**src/rtl/temp_sample_filter.sv**
```systemverilog
//==============================================================================
// temp_sample_filter: ADT7420 reading -> block average, min/max, alarms, PC word
// Rev 1.0
//==============================================================================
`default_nettype none

module temp_sample_filter #(
  parameter logic signed [15:0] T_HIGH = 16'sd480,
  parameter logic signed [15:0] T_LOW  = 16'sd0,
  parameter logic signed [15:0] HYST   = 16'sd16
) (
  input  logic        clk,
  input  logic        rst_n,
  input  logic        sample_valid,
  input  logic [15:0] sample_raw,
  input  logic [2:0]  avg_log2,
  input  logic        clear,
  output logic [31:0] PC_tx,
  output logic        avg_valid,
  output logic [15:0] min_temp,
  output logic [15:0] max_temp,
  output logic        alarm_high,
  output logic        alarm_low
);

  typedef enum logic [0:0] {ACCUM = 1'b0, DIVIDE = 1'b1} state_t;

  state_t             state_q, state_d;
  logic signed [19:0] acc_q, acc_d;
  logic [7:0]         count_q, count_d;
  logic [2:0]         klat_q, klat_d;
  logic signed [15:0] min_q, min_d, max_q, max_d;
  logic               mmv_q, mmv_d;
  logic               s1_valid_q, s1_valid_d;
  logic signed [15:0] s1_avg_q, s1_avg_d;
  logic [31:0]        pc_tx_q, pc_tx_d;
  logic               avg_valid_q, avg_valid_d;
  logic               ahigh_q, ahigh_d, alow_q, alow_d;
  logic [7:0]         seq_q, seq_d;

  logic signed [15:0] w_t;
  logic signed [19:0] w_t_ext, w_rnd, w_sum, w_base_acc;
  logic signed [15:0] w_avg;
  logic               w_accept, w_start, w_ah, w_al;
  logic [2:0]         w_k;
  logic [7:0]         w_base_cnt, w_cnt_inc, w_len;

  // Arithmetic shift of the raw word keeps the sign of bits [15:3].
  assign w_t      = $signed(sample_raw) >>> 3;
  assign w_t_ext  = {{4{w_t[15]}}, w_t};
  assign w_accept = sample_valid & ~clear;
  // A window restarts on its first sample, including one arriving during DIVIDE.
  assign w_start    = (state_q == DIVIDE) || (count_q == 8'd0);
  assign w_k        = w_start ? avg_log2 : klat_q;
  assign w_len      = 8'd1 << w_k;
  assign w_base_acc = w_start ? 20'sd0 : acc_q;
  assign w_base_cnt = w_start ? 8'd0 : count_q;
  assign w_cnt_inc  = w_base_cnt + 8'd1;
  assign w_rnd      = (klat_q == 3'd0) ? 20'sd0 : (20'sd1 <<< (klat_q - 3'd1));
  assign w_sum      = acc_q + w_rnd;
  assign w_avg      = 16'(w_sum >>> klat_q);

  always_comb begin
    w_ah = ahigh_q;
    w_al = alow_q;
    if (s1_avg_q > T_HIGH)             w_ah = 1'b1;
    else if (s1_avg_q < T_HIGH - HYST) w_ah = 1'b0;
    if (s1_avg_q < T_LOW)              w_al = 1'b1;
    else if (s1_avg_q > T_LOW + HYST)  w_al = 1'b0;
  end

  always_comb begin
    state_d     = state_q;
    acc_d       = acc_q;
    count_d     = count_q;
    klat_d      = klat_q;
    min_d       = min_q;
    max_d       = max_q;
    mmv_d       = mmv_q;
    s1_valid_d  = 1'b0;
    s1_avg_d    = s1_avg_q;
    pc_tx_d     = pc_tx_q;
    avg_valid_d = s1_valid_q;
    ahigh_d     = ahigh_q;
    alow_d      = alow_q;
    seq_d       = seq_q;

    if (state_q == DIVIDE) begin
      s1_valid_d = 1'b1;
      s1_avg_d   = w_avg;
      state_d    = ACCUM;
      acc_d      = 20'sd0;
      count_d    = 8'd0;
    end

    if (w_accept) begin
      acc_d   = w_base_acc + w_t_ext;
      count_d = w_cnt_inc;
      klat_d  = w_k;
      state_d = (w_cnt_inc == w_len) ? DIVIDE : ACCUM;
      if (!mmv_q || w_t < min_q) min_d = w_t;
      if (!mmv_q || w_t > max_q) max_d = w_t;
      mmv_d = 1'b1;
    end

    // Output stage: second cycle of the average pipeline.
    if (s1_valid_q) begin
      ahigh_d = w_ah;
      alow_d  = w_al;
      seq_d   = seq_q + 8'd1;
      pc_tx_d = {5'b0, w_al, w_ah, mmv_q, seq_q + 8'd1, s1_avg_q};
    end

    if (clear) begin
      state_d     = ACCUM;
      acc_d       = 20'sd0;
      count_d     = 8'd0;
      min_d       = 16'sh7FFF;
      max_d       = 16'sh8000;
      mmv_d       = 1'b0;
      s1_valid_d  = 1'b0;
      pc_tx_d     = 32'd0;
      avg_valid_d = 1'b0;
      ahigh_d     = 1'b0;
      alow_d      = 1'b0;
      seq_d       = 8'd0;
    end
  end

  always_ff @(posedge clk or negedge rst_n) begin
    if (!rst_n) begin
      state_q     <= ACCUM;
      acc_q       <= 20'sd0;
      count_q     <= 8'd0;
      klat_q      <= 3'd0;
      min_q       <= 16'sh7FFF;
      max_q       <= 16'sh8000;
      mmv_q       <= 1'b0;
      s1_valid_q  <= 1'b0;
      s1_avg_q    <= 16'sd0;
      pc_tx_q     <= 32'd0;
      avg_valid_q <= 1'b0;
      ahigh_q     <= 1'b0;
      alow_q      <= 1'b0;
      seq_q       <= 8'd0;
    end else begin
      state_q     <= state_d;
      acc_q       <= acc_d;
      count_q     <= count_d;
      klat_q      <= klat_d;
      min_q       <= min_d;
      max_q       <= max_d;
      mmv_q       <= mmv_d;
      s1_valid_q  <= s1_valid_d;
      s1_avg_q    <= s1_avg_d;
      pc_tx_q     <= pc_tx_d;
      avg_valid_q <= avg_valid_d;
      ahigh_q     <= ahigh_d;
      alow_q      <= alow_d;
      seq_q       <= seq_d;
    end
  end

  assign PC_tx      = pc_tx_q;
  assign avg_valid  = avg_valid_q;
  assign min_temp   = min_q;
  assign max_temp   = max_q;
  assign alarm_high = ahigh_q;
  assign alarm_low  = alow_q;

endmodule

`default_nettype wire

```
**config.mk**
```make
export PLATFORM = sky130hd
export DESIGN_NAME = temp_sample_filter
export DESIGN_NICKNAME = d
export VERILOG_FILES = /design/src/rtl/temp_sample_filter.sv
export SDC_FILE = /design/constraint.sdc
export NUM_CORES = 1
export LEC_CHECK = 0
export ABC_AREA = 1
export BUFFER_PORTS_ARGS = -buffer_cell sky130_fd_sc_hd__buf_2
export CAP_MARGIN = 20
export CORE_ASPECT_RATIO = 0.8
export CORE_MARGIN = 2
export CORE_UTILIZATION = 35
export DETAILED_ROUTE_END_ITERATION = 16
export MAX_ROUTING_LAYER = met4
export PLACE_DENSITY = 0.59
export SLEW_MARGIN = 20
export SYNTH_ARGS = -nofsm -noshare
export SYNTH_HDL_FRONTEND = slang
export SYNTH_SLANG_ARGS = --single-unit
```
**constraint.sdc**
```tcl
create_clock -name clk -period 3.2 [get_ports clk]
set_input_delay 0.16 -clock clk [delete_from_list [all_inputs] [get_ports clk]]
set_output_delay 0.16 -clock clk [all_outputs]
set_load 0.05 [all_outputs]
```
==> results.cfg, run 1 <==
[layout]
regArea_um2 = 2670
fin_area_um2 = 9064
fillCellCount = 2407
multiInputGateArea_um2 = 4609
area.growth.synth_to_final_pct = 12.98
mostFrequentLayoutCell = nand2_1
antenna_cells = 0
drive_above_1_share = 0.1113
final_cell_mix = nand2_1 (342), nand3_1 (155), inv_1 (135)
fin_nets = 1343

[grt]
grt-ovfl-total = 0
groute.usage.overall = 0.1949
grt_antenna_before_repair = 0
grt_first_pass_wirelength_um = 37130
grt_max_degree = 55
grt_pass1_vias = 7096

[worst_setup_path]
endpoint_kind = flop
crit_arrival_ns = 3.14
start_kind = flop
setup.worst_path.class = reg -> reg
path_max_fanout = 21
crit_required_ns = 3.45

[floorplanning]
die_w_um = 173.3
die_area_um2 = 24160
io_pins = 90
initial_core_util = 0.3566
num_rows = 49
core_area_um2 = 22500
die_y_um = 139.4

[synth]
ys.warnings.count = 0
synth_area_leaders = dfrtp_1 (29%), nand2_1 (16%), nand3_1 (9.7%)
synth_edf_count = 0
avgSynthCellArea_um2 = 6.725
ys_seq_area_frac = 0.3328
ys.flop_type = dfrtp_1
ys_seq_elements = 106
yosysUniqueCellTypes = 46
synthesis.area_um2 = 8023
yosysTopAreaCell = dfrtp_1
synthArstFlopShare = 1.000
synth_top_area_frac = 0.2870
synthCells = 1193

[clock_tree]
cts_tree = yes
clock_sinks = 106
numCtsBuffers = 9
clk_path_buf_depth = 2
worstSkewPairLatency_ns = 0.36
cts-htree-levels = 3
clk_pin_slew_ns = 0.08
cts-root-buf = clkbuf_16

[place]
place_hpwl_um = 17520
place_ws_ns = 0.3299
dpl_cell_area_um2 = 8730
port_buffers = 81
gp_congestion = 0.9410

[worst_hold_path]
min_path_type = in -> reg

[pwr]
p_per_area_nw_per_um2 = 606.0
p_leak_nw = 4.738
ir_drop_uv = 298.0

[detailed_routing]
num_vias = 7753
met2_length_um = 9220
highest_layer = met4
wl_per_cell_um = 14.27
drc = 0
drt_first_pass_iters = 5
antenna_left = 0
m1WireLength_um = 12250
routed_wl_um = 22450
met3_length_um = 791
avgViaCountPerCell = 4.929
drtIter0Drc = 607

[timing]
final-setup-viol-count = 0
tightest_slew_ns = 0.9006
slew_violations = 0
relSlewSlack = 0.3990
finalCriticalPeriod_ns = 2.886
fin_hold_ws_ns = 0.1052
max_clock_freq_mhz = 346.5
setup_slack_ns = 0.3139
hold_violations = 0
rsz0062_at_grt = false
skew_ns = 0.005160
fin_crit_sh = 0.9019
fin_tns_setup_ns = 0

[job]
maxCapViolations = 0

[outcome]
status = finished clean
layer usage:
metal	track usage	up-vias
met5	-	-
met4	0.03078	0
met3	0.02650	15
met2	0.2752	142
met1	0.2983	3589
li1	-	4007
logic make-up after synthesis:
logic type | after synthesis | share of synthesized area
xor+xnor | 15 | 0.01731
flops | 106 | 0.3328
other cells | 1 | 0.0004674
simple gates | 664 | 0.3470
compound gates | 165 | 0.1151
buf+inv | 184 | 0.09498
fa+ha+maj | 58 | 0.09233
cells in the mapped netlist, drive strengths merged, types with 16 or more instances:
cell type and instances:
clkbuf 21, nor3 16, o22ai 17, nand3 155
buf 24, dfrtp 92, inv 138, nand2 345
o21ai 80, ha 56, a21oi 45, nor2 126
through the flow:
| stage | instances | utilization | power, mW |
|---|---|---|---|
| after floorplan | 1198 | - | 3.654 |
| after global routing | 1573 | 0.4028 | 5.931 |
| after global placement | 1556 | 0.3880 | 4.271 |
| final | 1573 | 0.4028 | 5.493 |
| after CTS | 1573 | 0.4028 | 5.512 |
| after detailed placement | 1556 | 0.3880 | 4.297 |
critical path, cell delays in order (launching register included):
cell	delay, ns
dfrtp_1	0.40
inv_1	0.11
nand2_1	0.07
nor2_1	0.13
nand2_2	0.08
nand2_4	0.18
buf_12	0.20
nor2_1	0.06
ha_1	0.37
nand2_1	0.13
nor2_1	0.14
nand2_1	0.08
o311ai_0	0.40
buf_4	0.19
a21oi_1	0.05
o21ai_0	0.11
nand2_1	0.06
area by class of cell:
cell class | instances | share of cell area
Inverter | 139 | 0.05812
Sequential cell | 106 | 0.2946
Timing Repair Buffer | 98 | 0.06074
Clock buffer | 9 | 0.02485
Clock inverter | 7 | 0.01091
Tap cell | 306 | 0.04224
Multi-Input combinational cell | 908 | 0.5086
report_power, final:
| part | switching (mW) | total (mW) | leakage, nW | internal (mW) |
|---|---|---|---|---|
| clock network | 0.578 | 1.21 | 0.154 | 0.631 |
| logic | 1.70 | 2.46 | 3.23 | 0.768 |
| registers | 0.220 | 1.82 | 1.35 | 1.60 |
state kept, by name, summed over array words and instances (netlist names):
signal / cells
PC_tx: 20
acc_q: 20
avg_valid: 1
count_q: 8
klat_q: 3
max_temp: 14
min_temp: 14
mmv_q: 1
s1_avg_q: 16
s1_valid_q: 1
seq_q: 7
state_q: 1
repair_timing:
item                                    4_1_cts  5_1_grt
hold endpoints to repair                     41        0
hold buffers                                  1        0
endpoints found under the setup margin        0        0
setup buffers                                 0        0
resized for setup                             0        0
worst paths after layout:
path / start / endpoint / slack [ns] / cells after the start
min in group asynchronous: rst_n / max_temp[4] / 0.40 / 2
hold / removal: sample_raw[3] / max_temp[0] / 0.11 / 3
max in group asynchronous: rst_n / min_temp[11] / 1.95 / 3
setup reg to reg: count_q[0] / acc_q[19] / 0.31 / 16
hold reg to reg: max_temp[15] / max_temp[15] / 0.48 / 2
setup / recovery: count_q[0] / acc_q[19] / 0.31 / 16
(Power assumes the default switching activity.)
==> inputs of run 2 (changes only) <==
--- a/config.mk
+++ b/config.mk
@@ -15,3 +15,2 @@
 export MAX_ROUTING_LAYER = met4
-export PLACE_DENSITY = 0.59
 export SLEW_MARGIN = 20
==> constraint.sdc (replaced) <==
create_clock -name clk -period 3.2 [get_ports clk]
set_input_delay 0.64 -clock clk [delete_from_list [all_inputs] [get_ports clk]]
set_output_delay 0.64 -clock clk [all_outputs]
set_load 0.05 [all_outputs]
==> results.cfg, run 2 (same netlist as run 1, synthesis figures left out) <==
[timing]
skew_ns = 0.005354
final-setup-viol-count = 0
hold_violations = 0
max_clock_freq_mhz = 350.4
fin_crit_sh = 0.8917
fin_tns_setup_ns = 0
rsz0062_at_grt = false
relSlewSlack = 0.3949
slew_violations = 0
tightest_slew_ns = 0.9066
finalCriticalPeriod_ns = 2.854

[floorplanning]
num_rows = 49
die_area_um2 = 24160
io_pins = 90
die_y_um = 139.4
core_area_um2 = 22500
initial_core_util = 0.3566
die_w_um = 173.3

[detailed_routing]
antenna_left = 0
routed_wl_um = 21820
drc = 0
drt_first_pass_iters = 5
wl_per_cell_um = 13.86
avgViaCountPerCell = 4.901
drtIter0Drc = 536
num_vias = 7714

[grt]
grt_first_pass_wirelength_um = 36620
grt-ovfl-total = 0
grt_max_degree = 57
groute.usage.overall = 0.1912
grt_pass1_vias = 7084
grt_antenna_before_repair = 0

[worst_setup_path]
r2r_cells = 16
timing.rr.end = acc_q[14]
setup.worst_path.class = reg -> reg
path_max_fanout = 12
crit_arrival_ns = 3.08
endpoint_kind = flop
r2r_slack_ns = 0.35
r2r-start = count_q[0]
start_kind = flop
crit_required_ns = 3.43

[clock_tree]
cts-htree-levels = 3
numCtsBuffers = 9
worstSkewPairLatency_ns = 0.36
clock_sinks = 106
clk_pin_slew_ns = 0.08
clk_path_buf_depth = 2
hold_buffers = 0
cts_resized = 0
cts_tree = yes
post_cts_buffers = 0
cts-root-buf = clkbuf_16

[layout]
fillCellCount = 2421
mostFrequentLayoutCell = nand2_1
antenna_cells = 0
fin_cells = 1574
final_cell_mix = nand2_1 (342), nand3_1 (155), inv_1 (135)
fin_nets = 1344
area.growth.synth_to_final_pct = 13.37
drive_above_1_share = 0.1128

[worst_hold_path]
min_path_type = in -> async

[pwr]
seqPwrFrac = 0.327
p_comb_frac = 0.443
p_per_area_nw_per_um2 = 610.8
p_leak_nw = 4.758
finalPower_mw = 5.555
clockPowerShare = 0.229
netSwitchingFraction = 0.4450
p_int_mw = 3.083
p_sw_mw = 2.472
ir_drop_uv = 271.8

[place]
gp_congestion = 0.8950
place_hpwl_um = 17280
dp_cells = 1558
port_buffers = 81

[outcome]
status = finished clean

[job]
maxCapViolations = 0
[run 2: changes by cell type in the layout (fill, tap and decap cells not counted), sizes merged]
cell / delta
buf: +2
bufinv: +1
clkinv: -1
clkinvlp: -1
dlygate4sd3: -1
inv: +1
[run 2: through the flow]
stage               area [um^2]  setup WS, ns  hold WS, ns  utilization
floorplan                  8041        0.4040       0.3444            -
global placement           8745        0.3899       0.4574       0.3886
detailed placement         8745        0.3524       0.4653       0.3886
CTS                        9091        0.3339       0.3435       0.4040
global route               9095      0.007235       0.3696       0.4042
finish                     9095        0.3464       0.3200       0.4042
[run 2: final cells by class]
cell class	instances	area, um^2	area share
clock buffer	9	225.2	0.02476
clock inverter	7	121.4	0.01334
inverter	139	526.8	0.05792
multi-input combinational	908	4609	0.5068
sequential	106	2670	0.2936
tap	306	382.9	0.04210
timing repair buffer	99	559.3	0.06149
[run 2: worst max path at each step]
stage                from   endpoint  slack, ns  depth (start not counted)
2_1_floorplan  count_q[0]  acc_q[18]       0.40                         20
3_3_place_gp   count_q[0]  acc_q[19]       0.39                         16
3_5_place_dp   count_q[0]  acc_q[19]       0.35                         16
4_1_cts        count_q[0]  acc_q[19]       0.33                         16
5_1_grt        count_q[0]  acc_q[19]      0.007                         16
6_report       count_q[0]  acc_q[14]       0.35                         16
[run 2: routing by layer]
metal / GRT usage / share of wire
met1: 0.2902 / 0.54
met2: 0.2703 / 0.41
met3: 0.02623 / 0.041
met4: 0.03524 / 0.0088
met5: - / 0
[run 2: power by group through the flow]
stage | clock [mW] | sequential, mW | combinational [mW]
after floorplan | 0 | 2.01 | 1.65
after global placement | 0 | 1.84 | 2.43
after detailed placement | 0 | 1.84 | 2.45
after CTS | 1.30 | 1.82 | 2.46
after global routing | 1.35 | 1.85 | 2.79
final | 1.27 | 1.82 | 2.46
[run 2: worst max-delay path: stages (launching register included)]
cell and delay, ns:
dfrtp_1 0.40, inv_1 0.11, nand2_1 0.06, nor2_1 0.12, nand2_2 0.08, nand2_4 0.16
nor2_1 0.06, ha_1 0.28, fa_1 0.44, nand3_1 0.10, nand2_1 0.11, inv_1 0.09
o21ai_0 0.13, nand2_1 0.10, nand3b_1 0.14, o21ai_0 0.21, o21ai_0 0.12
==> inputs of run 3 (changes only) <==
- CORE_ASPECT_RATIO: 0.8 -> 1.25
- CTS_BUF_LIST: unset -> sky130_fd_sc_hd__clkbuf_4 sky130_fd_sc_hd__clkbuf_8
- PLACE_DENSITY: unset -> 0.58
==> results.cfg, run 3 (same netlist as run 1, synthesis figures left out) <==
[outcome]
status = finished clean

[grt]
grt_antenna_before_repair = 0
groute.usage.overall = 0.1911
grt_max_degree = 49
grt_pass1_vias = 7351
grt-ovfl-total = 0
grt_first_pass_wirelength_um = 36760

[pwr]
p_int_mw = 2.656
clockPowerShare = 0.162
p_per_area_nw_per_um2 = 567.8
p_leak_nw = 4.678
netSwitchingFraction = 0.4742
p_sw_mw = 2.395
ir_drop_uv = 251.6
p_comb_frac = 0.483
seqPwrFrac = 0.355

[detailed_routing]
wl_per_cell_um = 14.06
met2_length_um = 10760
m1WireLength_um = 9818
drc = 0
num_vias = 7705
drt_first_pass_iters = 5
antenna_left = 0
avgViaCountPerCell = 4.968
met3_length_um = 539
routed_wl_um = 21800
drtIter0Drc = 451
highest_layer = met4

[worst_setup_path]
start_kind = flop
r2r_slack_ns = 0.32
path_max_fanout = 21
crit_top_cell = nand2_1
critPathTopFamily = simple AND/OR/NAND/NOR gates
max_stage_delay_ns = 0.43
crit_slowest_cell = fa_1
path_buf_inv = 2
worstPathCellList = inv_1 -> nand2_1 -> nor2_1 -> nand2_2 -> nand2_4 -> nor2_1 -> ha_1 -> fa_1 -> nand3_1 -> nand2_1 -> inv_1 -> o21ai_0 -> nand2_1 -> nand3b_1 -> nand2_1 -> nand2_1 -> nand2_1 -> nand2_1 -> o22ai_1
crit_arrival_ns = 3.22
crit_required_ns = 3.54
endpoint_kind = flop
setup.worst_path.class = reg -> reg

[place]
port_buffers = 81
place_hpwl_um = 17320
place_ws_ns = 0.3045
gp_congestion = 0.9011

[floorplanning]
initial_core_util = 0.3588
io_pins = 90
die_area_um2 = 24160
die_w_um = 139.4
num_rows = 61
core_area_um2 = 22360
die_y_um = 173.3

[layout]
area.growth.synth_to_final_pct = 10.89
final_cell_mix = nand2_1 (342), nand3_1 (155), inv_1 (135)
antenna_cells = 0
fin_nets = 1344
drive_above_1_share = 0.1136
mostFrequentLayoutCell = nand2_1
fin_util = 0.3978

[timing]
fin_crit_sh = 0.8999
slew_violations = 0
finalCriticalPeriod_ns = 2.880
hold_violations = 0
tightest_slew_ns = 0.8460
final-setup-viol-count = 0
skew_ns = 0.01721
fin_tns_setup_ns = 0
max_clock_freq_mhz = 347.3
rsz0062_at_grt = false
relSlewSlack = 0.4354
setup_slack_ns = 0.3203

[clock_tree]
clk_pin_slew_ns = 0.12
cts_tree = yes
clk_path_buf_depth = 2
cts-htree-levels = 3
worstSkewPairLatency_ns = 0.40
post_cts_buffers = 0
cts_resized = 0
cts-root-buf = clkbuf_8
numCtsBuffers = 9
clock_sinks = 106
hold_buffers = 0

[job]
maxCapViolations = 0

[worst_hold_path]
min_path_type = in -> async
-- run 3: cell types whose count changed in the layout (fill, tap and decap cells not counted), moves of 2 or more --
cell and delta:
inv_6 -2, clkbuf_8 +9, bufinv_16 -2, clkinv_4 +3
buf_4 +2, clkbuf_16 -9
-- run 3: layout make-up --
| type | count | area [um^2] |
|---|---|---|
| sequential | 106 | 2670 |
| fill | 2449 | 13470 |
| clock inverter | 7 | 66.31 |
| inverter | 139 | 526.8 |
| tap | 283 | 354.1 |
| multi-input combinational | 908 | 4612 |
| timing repair buffer | 99 | 543.0 |
| clock buffer | 9 | 123.9 |
-- run 3: power groups by stage --
stage	combinational [mW]	sequential (mW)	clock, mW
2_1_floorplan	1.65	2.01	0
5_1_grt	2.78	1.83	0.894
3_3_place_gp	2.43	1.81	0
6_report	2.44	1.79	0.817
4_1_cts	2.46	1.79	0.850
3_5_place_dp	2.45	1.82	0
-- run 3: final timing paths --
kind / cells after the start / from / to
min reg2reg: 2 / PC_tx[15] / PC_tx[15]
max: 19 / count_q[0] / acc_q[18]
min in group clk: 2 / PC_tx[15] / PC_tx[15]
max in group asynchronous: 2 / rst_n / klat_q[2]
min: 1 / rst_n / seq_q[1]
max reg2reg: 19 / count_q[0] / acc_q[18]
-- run 3: metal layers --
layer	up-vias	track usage
met4	0	0.08039
met2	116	0.3233
met3	38	0.01961
li1	4027	-
met1	3524	0.2323
met5	-	-
-- run 3: metrics by stage --
step	power (mW)	std cells	hold WS, ns	cell area (um^2)
after global routing	5.510	1551	0.2538	8896
final	5.051	1551	0.2217	8896
after CTS	5.100	1551	0.2422	8896
after global placement	4.244	1535	0.4577	8706
after floorplan	3.654	1198	0.3444	8041
after detailed placement	4.265	1535	0.4601	8706
